## config.mk

```make
export PLATFORM = sky130hd
export DESIGN_NAME = lcd_report_queue_ctrl_flat
export DESIGN_NICKNAME = d
export VERILOG_FILES = /design/src/rtl/lcd_report_queue_ctrl_if.sv /design/src/rtl/lcd_report_queue_ctrl.sv /design/src/flat_wrapper.sv
export SDC_FILE = /design/constraint.sdc
export NUM_CORES = 1
export LEC_CHECK = 0
export ABC_AREA = 1
export CAP_MARGIN = 25
export CELL_PAD_IN_SITES_DETAIL_PLACEMENT = 1
export CELL_PAD_IN_SITES_GLOBAL_PLACEMENT = 1
export CORE_MARGIN = 1
export CORE_UTILIZATION = 25
export DETAILED_ROUTE_END_ITERATION = 7
export GPL_TIMING_DRIVEN = 1
export PLACE_DENSITY = 0.51
export SLEW_MARGIN = 25
export SYNTH_ARGS = -nofsm -noshare
export SYNTH_HDL_FRONTEND = slang
export SYNTH_SLANG_ARGS = --single-unit
```

## constraint.sdc

```tcl
create_clock -name clk -period 8.7 [get_ports clk]
set_clock_uncertainty 0.15 [all_clocks]
set_input_delay 2.61 -clock clk [delete_from_list [all_inputs] [get_ports clk]]
set_output_delay 2.61 -clock clk [all_outputs]
set_load 0.01 [all_outputs]
```

## src/rtl/lcd_report_queue_ctrl_if.sv

```systemverilog
// Request channel into the LCD report queue: valid/ready handshake plus the report fields.
// LCD_HEX_MODE_EN adds the per-request hex_mode bit.
interface lcd_report_queue_ctrl_if #(
  parameter int REG_W   = 4,
  parameter int VALUE_W = 16
);
  logic               req_valid;
  logic               req_ready;
  logic [2:0]         opcode;
  logic [REG_W-1:0]   reg_idx;
  logic [VALUE_W-1:0] value;
`ifdef LCD_HEX_MODE_EN
  logic               hex_mode;
`endif

  modport master (
    output req_valid, opcode, reg_idx, value,
`ifdef LCD_HEX_MODE_EN
    output hex_mode,
`endif
    input  req_ready
  );

  modport slave (
    input  req_valid, opcode, reg_idx, value,
`ifdef LCD_HEX_MODE_EN
    input  hex_mode,
`endif
    output req_ready
  );
endinterface

```

## src/rtl/lcd_report_queue_ctrl.sv

```systemverilog
// HD44780 status-display driver: queues CPU reports and renders "OPCOD [RRRR]" / "+DDDDD".
// Optional LCD_HEX_MODE_EN: per-request hex_mode shows line 2 as "0x" plus raw hex digits.
module lcd_report_queue_ctrl #(
  parameter int VALUE_W    = 16,
  parameter int REG_W      = 4,
  parameter int FIFO_DEPTH = 4,
  parameter int EN_CYC     = 25,
  parameter int CMD_CYC    = 2500,
  parameter int CLR_CYC    = 100000,
  parameter int PWRUP_CYC  = 1000000
) (
  input  logic                     clk,
  input  logic                     reset_n,
  lcd_report_queue_ctrl_if.slave   req,
  output logic                     busy,
  output logic                     init_done,
  output logic                     overflow,
  output logic [7:0]               lcd_data,
  output logic                     lcd_rs,
  output logic                     lcd_rw,
  output logic                     lcd_en,
  output logic                     lcd_on,
  output logic                     lcd_blon
);
  localparam int AW   = $clog2(FIFO_DEPTH);
  localparam int M1   = (PWRUP_CYC > CLR_CYC) ? PWRUP_CYC : CLR_CYC;
  localparam int M2   = (CMD_CYC > EN_CYC) ? CMD_CYC : EN_CYC;
  localparam int MAXC = (M1 > M2) ? M1 : M2;
  localparam int CW   = $clog2(MAXC + 1);
  localparam int NH   = (VALUE_W + 3) / 4;
  localparam int L1_N = REG_W + 8;

  localparam logic [CW-1:0]    PWRUP_LAST = CW'(PWRUP_CYC - 1);
  localparam logic [CW-1:0]    EN_LAST    = CW'(EN_CYC);
  localparam logic [CW-1:0]    CMD_LAST   = CW'(CMD_CYC - 1);
  localparam logic [CW-1:0]    CLR_LAST   = CW'(CLR_CYC - 1);
  localparam logic [CW-1:0]    C1         = 1;
  localparam logic [VALUE_W:0] TEN        = 10;
  localparam logic [VALUE_W:0] ONE_X      = 1;

  typedef enum logic [2:0] {S_PWRUP, S_INIT, S_IDLE, S_CLR, S_L1, S_ADR2, S_L2} state_t;
  typedef enum logic [1:0] {P_SET, P_EN, P_WAIT} phase_t;

  typedef struct packed {
    logic [2:0]         op;
    logic [REG_W-1:0]   ri;
    logic [VALUE_W-1:0] val;
`ifdef LCD_HEX_MODE_EN
    logic               hex;
`endif
  } req_t;

  state_t state, state_n, after_st;
  phase_t phase, phase_n;
  logic [CW-1:0] cnt, cnt_n, wait_last;
  logic [4:0]    idx, idx_n;
  logic          en_n, rs_n, cur_rs, last_byte, pop;
  logic [7:0]    data_n, cur_byte;

  // ---------------- request FIFO ----------------
  req_t           mem [FIFO_DEPTH];
  req_t           wdata, head;
  logic [AW:0]    wptr, rptr;
  logic           empty, full, push;

  assign empty         = (wptr == rptr);
  assign full          = (wptr[AW] != rptr[AW]) && (wptr[AW-1:0] == rptr[AW-1:0]);
  assign push          = req.req_valid && !full;
  assign req.req_ready = !full;
  assign head          = mem[rptr[AW-1:0]];

  always_comb begin
    wdata     = '0;
    wdata.op  = req.opcode;
    wdata.ri  = req.reg_idx;
    wdata.val = req.value;
`ifdef LCD_HEX_MODE_EN
    wdata.hex = req.hex_mode;
`endif
  end

  always_ff @(posedge clk) begin
    if (push) mem[wptr[AW-1:0]] <= wdata;
  end

  always_ff @(posedge clk or negedge reset_n) begin
    if (!reset_n) begin
      wptr     <= '0;
      rptr     <= '0;
      overflow <= 1'b0;
    end else begin
      if (push) wptr <= wptr + 1'b1;
      if (pop)  rptr <= rptr + 1'b1;
      if (req.req_valid && full) overflow <= 1'b1;
    end
  end

  // ---------------- latched request + decimal converter ----------------
  logic [2:0]         op_q;
  logic [REG_W-1:0]   reg_q;
  logic [VALUE_W-1:0] val_q;
  logic               hex_q;
  logic [VALUE_W:0]   hext, hmag, conv_rem;
  logic [2:0]         conv_cnt;
  logic [4:0][3:0]    dig;

  // one extra bit so the most negative value still has a representable magnitude
  assign hext = {head.val[VALUE_W-1], head.val};
  assign hmag = head.val[VALUE_W-1] ? (~hext + ONE_X) : hext;

  always_ff @(posedge clk or negedge reset_n) begin
    if (!reset_n) begin
      op_q     <= '0;
      reg_q    <= '0;
      val_q    <= '0;
      hex_q    <= 1'b0;
      conv_rem <= '0;
      conv_cnt <= '0;
      dig      <= '0;
    end else if (pop) begin
      op_q     <= head.op;
      reg_q    <= head.ri;
      val_q    <= head.val;
`ifdef LCD_HEX_MODE_EN
      hex_q    <= head.hex;
      conv_cnt <= head.hex ? 3'd0 : 3'd5;
`else
      hex_q    <= 1'b0;
      conv_cnt <= 3'd5;
`endif
      conv_rem <= hmag;
    end else if (conv_cnt != 3'd0) begin
      // least significant digit first; after five steps dig[4] is the leading digit
      dig      <= {4'(conv_rem % TEN), dig[4:1]};
      conv_rem <= conv_rem / TEN;
      conv_cnt <= conv_cnt - 3'd1;
    end
  end

  function automatic logic [39:0] op_str(input logic [2:0] op);
    case (op)
      3'd0:    op_str = "LOAD ";
      3'd1:    op_str = "ADD  ";
      3'd2:    op_str = "ADDI ";
      3'd3:    op_str = "SUB  ";
      3'd4:    op_str = "SUBI ";
      3'd5:    op_str = "MUL  ";
      3'd6:    op_str = "CLEAR";
      default: op_str = "DPL  ";
    endcase
  endfunction

  // ---------------- byte selection for the current state/index ----------------
  logic [39:0]     opname;
`ifdef LCD_HEX_MODE_EN
  logic [NH*4-1:0] hex_raw;
  logic [3:0]      nib;
  assign hex_raw = (NH*4)'(val_q);
`endif
  assign opname = op_str(op_q);

  always_comb begin
    cur_byte  = 8'h00;
    cur_rs    = 1'b0;
    last_byte = 1'b0;
    after_st  = S_IDLE;
`ifdef LCD_HEX_MODE_EN
    nib       = 4'h0;
`endif
    case (state)
      S_INIT: begin
        case (idx)
          5'd0, 5'd1: cur_byte = 8'h38;
          5'd2:       cur_byte = 8'h0C;
          5'd3:       cur_byte = 8'h01;
          default:    cur_byte = 8'h06;
        endcase
        last_byte = (idx == 5'd4);
      end
      S_CLR: begin
        cur_byte  = 8'h01;
        last_byte = 1'b1;
        after_st  = S_L1;
      end
      S_L1: begin
        cur_rs    = 1'b1;
        last_byte = (idx == 5'(L1_N - 1));
        after_st  = S_ADR2;
        if (idx < 5'd5) begin
          for (int p = 0; p < 5; p++)
            if (idx == 5'(p)) cur_byte = opname[39-8*p -: 8];
        end else if (idx == 5'd5)          cur_byte = 8'h20;
        else if (idx == 5'd6)              cur_byte = 8'h5B;
        else if (idx == 5'(L1_N - 1))      cur_byte = 8'h5D;
        else begin
          for (int b = 0; b < REG_W; b++)
            if (idx == 5'(REG_W + 6 - b)) cur_byte = reg_q[b] ? 8'h31 : 8'h30;
        end
      end
      S_ADR2: begin
        cur_byte  = 8'hC0;
        last_byte = 1'b1;
        after_st  = (op_q == 3'd6) ? S_IDLE : S_L2;
      end
      S_L2: begin
        cur_rs = 1'b1;
        if (hex_q) begin
`ifdef LCD_HEX_MODE_EN
          last_byte = (idx == 5'(NH + 1));
          if (idx == 5'd0)      cur_byte = 8'h30;
          else if (idx == 5'd1) cur_byte = 8'h78;
          else begin
            for (int k = 0; k < NH; k++)
              if (idx == 5'(k + 2)) nib = hex_raw[(NH-1-k)*4 +: 4];
            cur_byte = (nib < 4'd10) ? {4'h3, nib} : (8'h37 + {4'h0, nib});
          end
`endif
        end else begin
          last_byte = (idx == 5'd5);
          if (idx == 5'd0) cur_byte = val_q[VALUE_W-1] ? 8'h2D : 8'h2B;
          else begin
            for (int k = 0; k < 5; k++)
              if (idx == 5'(k + 1)) cur_byte = {4'h3, dig[4-k]};
          end
        end
      end
      default: ;
    endcase
  end

  // ---------------- main FSM ----------------
  always_comb begin
    state_n   = state;
    phase_n   = phase;
    cnt_n     = cnt;
    idx_n     = idx;
    en_n      = lcd_en;
    data_n    = lcd_data;
    rs_n      = lcd_rs;
    pop       = 1'b0;
    wait_last = (lcd_data == 8'h01 && !lcd_rs) ? CLR_LAST : CMD_LAST;
    case (state)
      S_PWRUP: begin
        if (cnt == PWRUP_LAST) begin
          state_n = S_INIT;
          phase_n = P_SET;
          cnt_n   = '0;
          idx_n   = '0;
        end else cnt_n = cnt + C1;
      end
      S_IDLE: begin
        if (!empty) begin
          pop     = 1'b1;
          state_n = S_CLR;
          phase_n = P_SET;
          idx_n   = '0;
        end
      end
      default: begin
        case (phase)
          P_SET: begin
            data_n  = cur_byte;
            rs_n    = cur_rs;
            phase_n = P_EN;
            cnt_n   = '0;
          end
          // first P_EN cycle is the setup cycle with en still low
          P_EN: begin
            if (cnt == EN_LAST) begin
              en_n    = 1'b0;
              phase_n = P_WAIT;
              cnt_n   = '0;
            end else begin
              en_n  = 1'b1;
              cnt_n = cnt + C1;
            end
          end
          default: begin
            if (cnt == wait_last) begin
              phase_n = P_SET;
              cnt_n   = '0;
              if (last_byte) begin
                idx_n   = '0;
                state_n = after_st;
              end else idx_n = idx + 5'd1;
            end else cnt_n = cnt + C1;
          end
        endcase
      end
    endcase
  end

  always_ff @(posedge clk or negedge reset_n) begin
    if (!reset_n) begin
      state     <= S_PWRUP;
      phase     <= P_SET;
      cnt       <= '0;
      idx       <= '0;
      lcd_en    <= 1'b0;
      lcd_data  <= 8'h00;
      lcd_rs    <= 1'b0;
      init_done <= 1'b0;
    end else begin
      state    <= state_n;
      phase    <= phase_n;
      cnt      <= cnt_n;
      idx      <= idx_n;
      lcd_en   <= en_n;
      lcd_data <= data_n;
      lcd_rs   <= rs_n;
      if (state == S_INIT && state_n == S_IDLE) init_done <= 1'b1;
    end
  end

  assign busy     = (state != S_IDLE) || !empty;
  assign lcd_rw   = 1'b0;
  assign lcd_on   = 1'b1;
  assign lcd_blon = 1'b1;
endmodule
```

## src/flat_wrapper.sv

```systemverilog
// flat-port wrapper written by rule: the top's interface ports become plain ports
module lcd_report_queue_ctrl_flat 
#(
  parameter int VALUE_W    = 16,
  parameter int REG_W      = 4,
  parameter int FIFO_DEPTH = 4,
  parameter int EN_CYC     = 25,
  parameter int CMD_CYC    = 2500,
  parameter int CLR_CYC    = 100000,
  parameter int PWRUP_CYC  = 1000000
)
  (clk, reset_n, busy, init_done, overflow, lcd_data, lcd_rs, lcd_rw, lcd_en, lcd_on, lcd_blon, req_req_valid, req_opcode, req_reg_idx, req_value, req_req_ready);
  lcd_report_queue_ctrl_if #(.REG_W(REG_W), .VALUE_W(VALUE_W)) req_i ();
  input  logic clk;
  input  logic reset_n;
  output logic busy;
  output logic init_done;
  output logic overflow;
  output logic [7:0] lcd_data;
  output logic lcd_rs;
  output logic lcd_rw;
  output logic lcd_en;
  output logic lcd_on;
  output logic lcd_blon;
  input wire logic [$bits(req_i.req_valid)-1:0] req_req_valid;
  input wire logic [$bits(req_i.opcode)-1:0] req_opcode;
  input wire logic [$bits(req_i.reg_idx)-1:0] req_reg_idx;
  input wire logic [$bits(req_i.value)-1:0] req_value;
  output wire logic [$bits(req_i.req_ready)-1:0] req_req_ready;
  assign req_i.req_valid = req_req_valid;
  assign req_i.opcode = req_opcode;
  assign req_i.reg_idx = req_reg_idx;
  assign req_i.value = req_value;
  assign req_req_ready = req_i.req_ready;
  lcd_report_queue_ctrl #(.VALUE_W(VALUE_W), .REG_W(REG_W), .FIFO_DEPTH(FIFO_DEPTH), .EN_CYC(EN_CYC), .CMD_CYC(CMD_CYC), .CLR_CYC(CLR_CYC), .PWRUP_CYC(PWRUP_CYC)) u_core (.clk(clk), .reset_n(reset_n), .req(req_i), .busy(busy), .init_done(init_done), .overflow(overflow), .lcd_data(lcd_data), .lcd_rs(lcd_rs), .lcd_rw(lcd_rw), .lcd_en(lcd_en), .lcd_on(lcd_on), .lcd_blon(lcd_blon));
endmodule
```

Word level (Yosys, flattened, before mapping)
Memory sizes are Yosys's and may differ from the RTL's.
Index checks and enable logic that the tools add are counted.
W data, S select, Z words.
- bits in registers: 111
- RAM bits: 92
- input port bits: 26
- output and inout port bits: 17
- logic and storage cells: 163
- memories: 1
- memory list (memory ; depth ; width ; rd ports ; clocked after Yosys merged registers in ; write ports ; RTL line ; RTL):
    u_core.mem ; 4 ; 23 ; 1 ; 0 ; 1 ; lcd_report_queue_ctrl.sv:61 ; req_t mem [FIFO_DEPTH];
- $add $sub $neg: 6
- div/mod/pow operators: 2
- $lt $le $gt $ge: 1
- eq/ne operators: 37
- muxes and demuxes: 65
- bitwise logic cells: 3
- reductions and logical operators: 27
- operator list (operator ; count):
    $pmux W37 S7 ; 1
    $mux W8 ; 13
    $pmux W20 S2 ; 2
    $mux W17 ; 4
    $mux W20 ; 3
    $pmux W8 S5 ; 1
    $mux W6 ; 5
    $mux W3 ; 9
    $mux W5 ; 5
    $add A20 B1 Y20 const B ; 1
    $eq A20 B20 Y1 ; 1
    $eq A20 B20 Y1 const B ; 1
    $eq A20 B5 Y1 const B ; 1
    $eq A5 B3 Y1 const B ; 4
    $eq A5 B4 Y1 const B ; 4
    $eq A3 B3 Y1 const B ; 6
    $pmux W6 S3 ; 1
    $add A17 B1 Y17 const B ; 1
    $div A17 B4 Y17 const B ; 1
    $mod A17 B4 Y17 const B ; 1
    $not A17 Y17 ; 1
    $eq A3 B2 Y1 const B ; 5
    $eq A5 B2 Y1 const B ; 2
    $mux W1 ; 10
    other kinds (36) ; 58

Depth between registers and ports, before layout
- depth after elaboration: 10
- gate-level depth with buffers: 67
- depth with buffers taken out: 67

Worst setup path after synthesis
OpenSTA, ideal clock, no wires.
- path type: register to register
- start point: reg u_core.conv_rem[14]
- end point: reg u_core.dig[19] (netlist bit)
- setup time: 0.116 ns
- arrival: 4.923 ns
- data required time: 8.434 ns
- path slack: 3.511 ns
- cell stages (with the launch flop): 58
- path buffers: 0
- clock period less this slack: 5.189 ns
- cells stage by stage: dfrtp_1 -> inv_2 -> nand3_1 -> nand3_2 -> nand2_4 -> nand3_2 -> nand2_4 -> nand2_1 -> nand2_1 -> o21ai_2 -> nand2_2 -> clkinv_1 -> nand3_2 -> a21oi_4 -> nand3_2 -> nand2_1 -> nand3_2 -> nand2_2 -> [22 not listed] -> nand3_2 -> nand2_2 -> nand2_2 -> nand2_1 -> nand2_2 -> inv_2 -> nand2_2 -> nand2_2 -> nand2_1 -> and2_1 -> ha_1 -> nand3b_1 -> nand2_2 -> nand2_2 -> nand2_1 -> nand2_1 -> nand2_1 -> nand2_1
- longest elaborated chain between the ends: 1
- RTL lines (element ; RTL line ; RTL):
    start: declaration ; lcd_report_queue_ctrl.sv:103 ; logic [VALUE_W:0] hext, hmag, conv_rem;
    start signal: assignment ; lcd_report_queue_ctrl.sv:131 ; conv_rem <= hmag;
    start signal: assignment ; lcd_report_queue_ctrl.sv:135 ; conv_rem <= conv_rem / TEN;
    $mod A17 B4 Y17 ; lcd_report_queue_ctrl.sv:134 ; dig <= {4'(conv_rem % TEN), dig[4:1]};
    end signal: assignment ; lcd_report_queue_ctrl.sv:134 ;
    end: declaration ; lcd_report_queue_ctrl.sv:105 ; logic [4:0][3:0] dig;
Every way passes these cells.
A chain may end at the register's enable or synchronous reset.

Worst setup path in the final report
- start point: reg u_core.conv_rem[16]
- end point: reg u_core.dig[19] (netlist bit)
The elaborated chain is that of the path after synthesis.

==> qor.yml <==
status: "complete, no violations"
detailedRoute.firstIterationViolations: 390
worst_ir_drop_vdd_uv: 148.7
fillers: 4886
regToRegSetupSlack_ns: 2.72
power.density_nw_per_um2: 173.4
timing.setup.tns_ns: 0
post_drt_via_cell_ratio: 4.692
synth_seq_cells: 188
synth_area_um2: 10380
cts.reportedPaths.clkPinSlew_ns: 0.07
cts_root_cell: "clkbuf_16"
cts_inserted_buffers: 17
cts.path.max_buffers: 2
drive_gt1_share_pct: 9.409
type_of_the_worst_setup_path: "reg -> reg"
grt_setup_unrepaired: "false"
vias: 8534
postPlaceCellArea_um2: 11390
crit_required_ns: 8.91
tritoncts: "yes"
maximum_number_of_pins_on_one_net_before_global_route_repair: 56
areaGrowthSynthToFinish_pct: 15.63
drt-pass1-iter-count: 5
number_of_remaining_drc_errors: 0
antenna_found_initial: 1
setup_violating_endpoint_count_in_the_final_report: 0
ctsHtreeMaxLevel: 4
groute.usage.overall_pct: 14.60
overflow: 0
chipWidth_um: 205.8
port-buffer-count: 39
cts_setup_buffers: 0
dieArea_um2: 42350
postCtsResizedCells: 0
clock_sinks: 188
post_synth_inst_count: 1239
std_cell_rows: 74
final_cell_mix: "nand2_1 (249), inv_1 (142), nor2_1 (113)"
fmaxAchievable_mhz: 167.2
cp_slowest_cell: "dfrtp_1"
post_place_worst_slack_ns: 2.726
routed_wl_um: 29070
timing_max_transition_violations_final: 0
setup.worst_path.end_class: "register"
worst_ep_arrival_time_ns: 6.19
synthArstFlopShare_pct: 51.06
cp.buffers_inverters: 6
synth-seq-area-share_pct: 49.75
synth.avg_cell_area_um2: 8.380
tightestPinTransition_ns: 0.8300
postLayoutCellArea_um2: 12010
number_of_nets_still_failing_antenna_checks_after_routing: 0
cpMostUsedCell: "nand2_1"
layout.nets: 1315
hold_viol: 0
max-cap-violations: 0
crit_family: "simple AND/OR/NAND/NOR gates"
synth_edf_count: 92
fp.dieH_um: 205.8
critical_path.startpoint_type: "register"
layout_commonest_cell: "nand2_1"
power.leakage_nw: 5.135
grt_first_pass_wirelength_um: 48020
first_global_vias: 8905
start_util_pct: 25.37
gp_congestion: 0.8349
synth-main-ff-cell: "dfrtp_1"
coreArea_um2: 40920
ys_types: 51
max_stage_delay_ns: 0.43
worst-path-max-fanout: 6
worst_slew_margin_rel_pct: 44.54
wire_per_inst_um: 15.98
min_path_type: "reg -> reg"
cts_hold_repair.buffers: 0
min_period_over_period_pct: 68.74
worst_slack_ns: 2.720
finalCriticalPeriod_ns: 5.980
ys_warn_count: 0
insertion_delay_ns: 0.48
io-pin-count: 43
hpwl_um: 20990
cell usage after synthesis, types with 2 or more instances:
cell type / n / area, um^2
nand2_1: 249 / 934.7
inv_1: 142 / 533.0
nor2_1: 118 / 442.9
dfrtp_1: 96 / 2402
o21ai_0: 94 / 470.5
edfxtp_1: 92 / 2763
nand3_1: 91 / 455.4
a21oi_1: 40 / 200.2
nand2_2: 32 / 200.2
o22ai_1: 26 / 162.7
clkbuf_1: 25 / 93.84
nor3_1: 22 / 110.1
inv_2: 19 / 71.32
ha_1: 16 / 200.2
o211ai_1: 16 / 120.1
xor2_1: 16 / 140.1
nand4_1: 15 / 93.84
a31oi_1: 12 / 75.07
nand3_2: 12 / 120.1
nor4_1: 11 / 68.82
a32oi_1: 9 / 78.83
o2111ai_1: 8 / 70.07
clkinv_1: 6 / 22.52
o31ai_1: 6 / 45.04
xnor2_1: 6 / 52.55
a21o_1: 5 / 37.54
o21ai_1: 5 / 25.02
o221ai_1: 5 / 43.79
a22oi_1: 4 / 30.03
buf_1: 4 / 15.01
nand2_4: 4 / 45.04
o21bai_1: 4 / 30.03
buf_4: 3 / 22.52
o32ai_1: 3 / 26.28
a211oi_1: 2 / 15.01
a21oi_2: 2 / 17.52
and2_1: 2 / 12.51
conb_1: 2 / 7.510
nand3b_1: 2 / 15.01
o21ai_2: 2 / 17.52
sequential cells by signal, summed over array words and instances (netlist names), 2 cells and up:
| register | flops |
|---|---|
| u_core.cnt | 20 |
| u_core.conv_cnt | 3 |
| u_core.conv_rem | 17 |
| u_core.dig | 20 |
| u_core.idx | 5 |
| u_core.lcd_data | 8 |
| u_core.mem | 92 |
| u_core.op_q | 3 |
| u_core.phase | 2 |
| u_core.reg_q | 4 |
| u_core.rptr | 3 |
| u_core.state | 3 |
| u_core.wptr | 3 |
kinds of logic (layout without fill, tap and decap cells):
kind of cell               after synthesis  count (layout)  synth area share, %
AOI/OAI and AO/OA                      249             249                14.68
xor gates and xnor gates                22              22                1.856
adders and majority gates               16              16                1.928
buffers and inverters                  200             246                7.351
DFF                                    188             188                49.75
other                                    2               4              0.07233
and+or+nand+nor                        562             562                24.37
metrics by stage:
stage                     std cells  total power [W]  hold slack [ns]  util (%)
after CTS                      1818         0.002119           0.3400     29.33
final                          1819         0.002082           0.3361     29.34
after floorplan                1240         0.001186           0.2919         -
after global routing           1819         0.002177           0.3600     29.34
after global placement         1786         0.001285           0.3126     27.83
after detailed placement       1786         0.001291           0.3275     27.83
path summary, 6_finish.rpt:
check                               startpoint        endpoint  depth (start not counted)
setup / recovery           u_core.conv_rem[16]  u_core.dig[19]                         57
min in group asynchronous              reset_n  u_core.cnt[12]                          1
hold reg to reg                 u_core.wptr[2]  u_core.wptr[2]                          1
max in group asynchronous              reset_n   u_core.dig[9]                          2
setup reg to reg           u_core.conv_rem[16]  u_core.dig[19]                         57
hold / removal                  u_core.wptr[2]  u_core.wptr[2]                          1
routing by layer:
metal	up-vias	wire length [um]	GRT usage (%)
met2	83	13750	24.53
met1	4140	14250	18.91
met3	22	705	3.025
met5	-	0	0
met4	0	362	3.939
li1	4289	-	-
power breakdown:
group	leakage (nW)	internal [W]	total [W]	switching (W)
Combinational	2.68	0.0000576	0.000199	0.000142
Sequential	2.16	0.00104	0.00106	0.0000239
Clock	0.297	0.000415	0.000822	0.000407
Total	5.14	0.00151	0.00208	0.000572
layout make-up:
class                      count  area (um^2)  area share [%]
multi-input combinational    852         4486           37.36
timing repair buffer          47        447.9           3.731
sequential                   188         5165           43.02
tap                          532        665.6           5.545
clock buffer                  17        425.4           3.544
antenna                        1        2.502         0.02084
inverter                     167        626.9           5.221
clock inverter                15        186.4           1.553
Note: power is estimated with default switching activity, not from simulation.
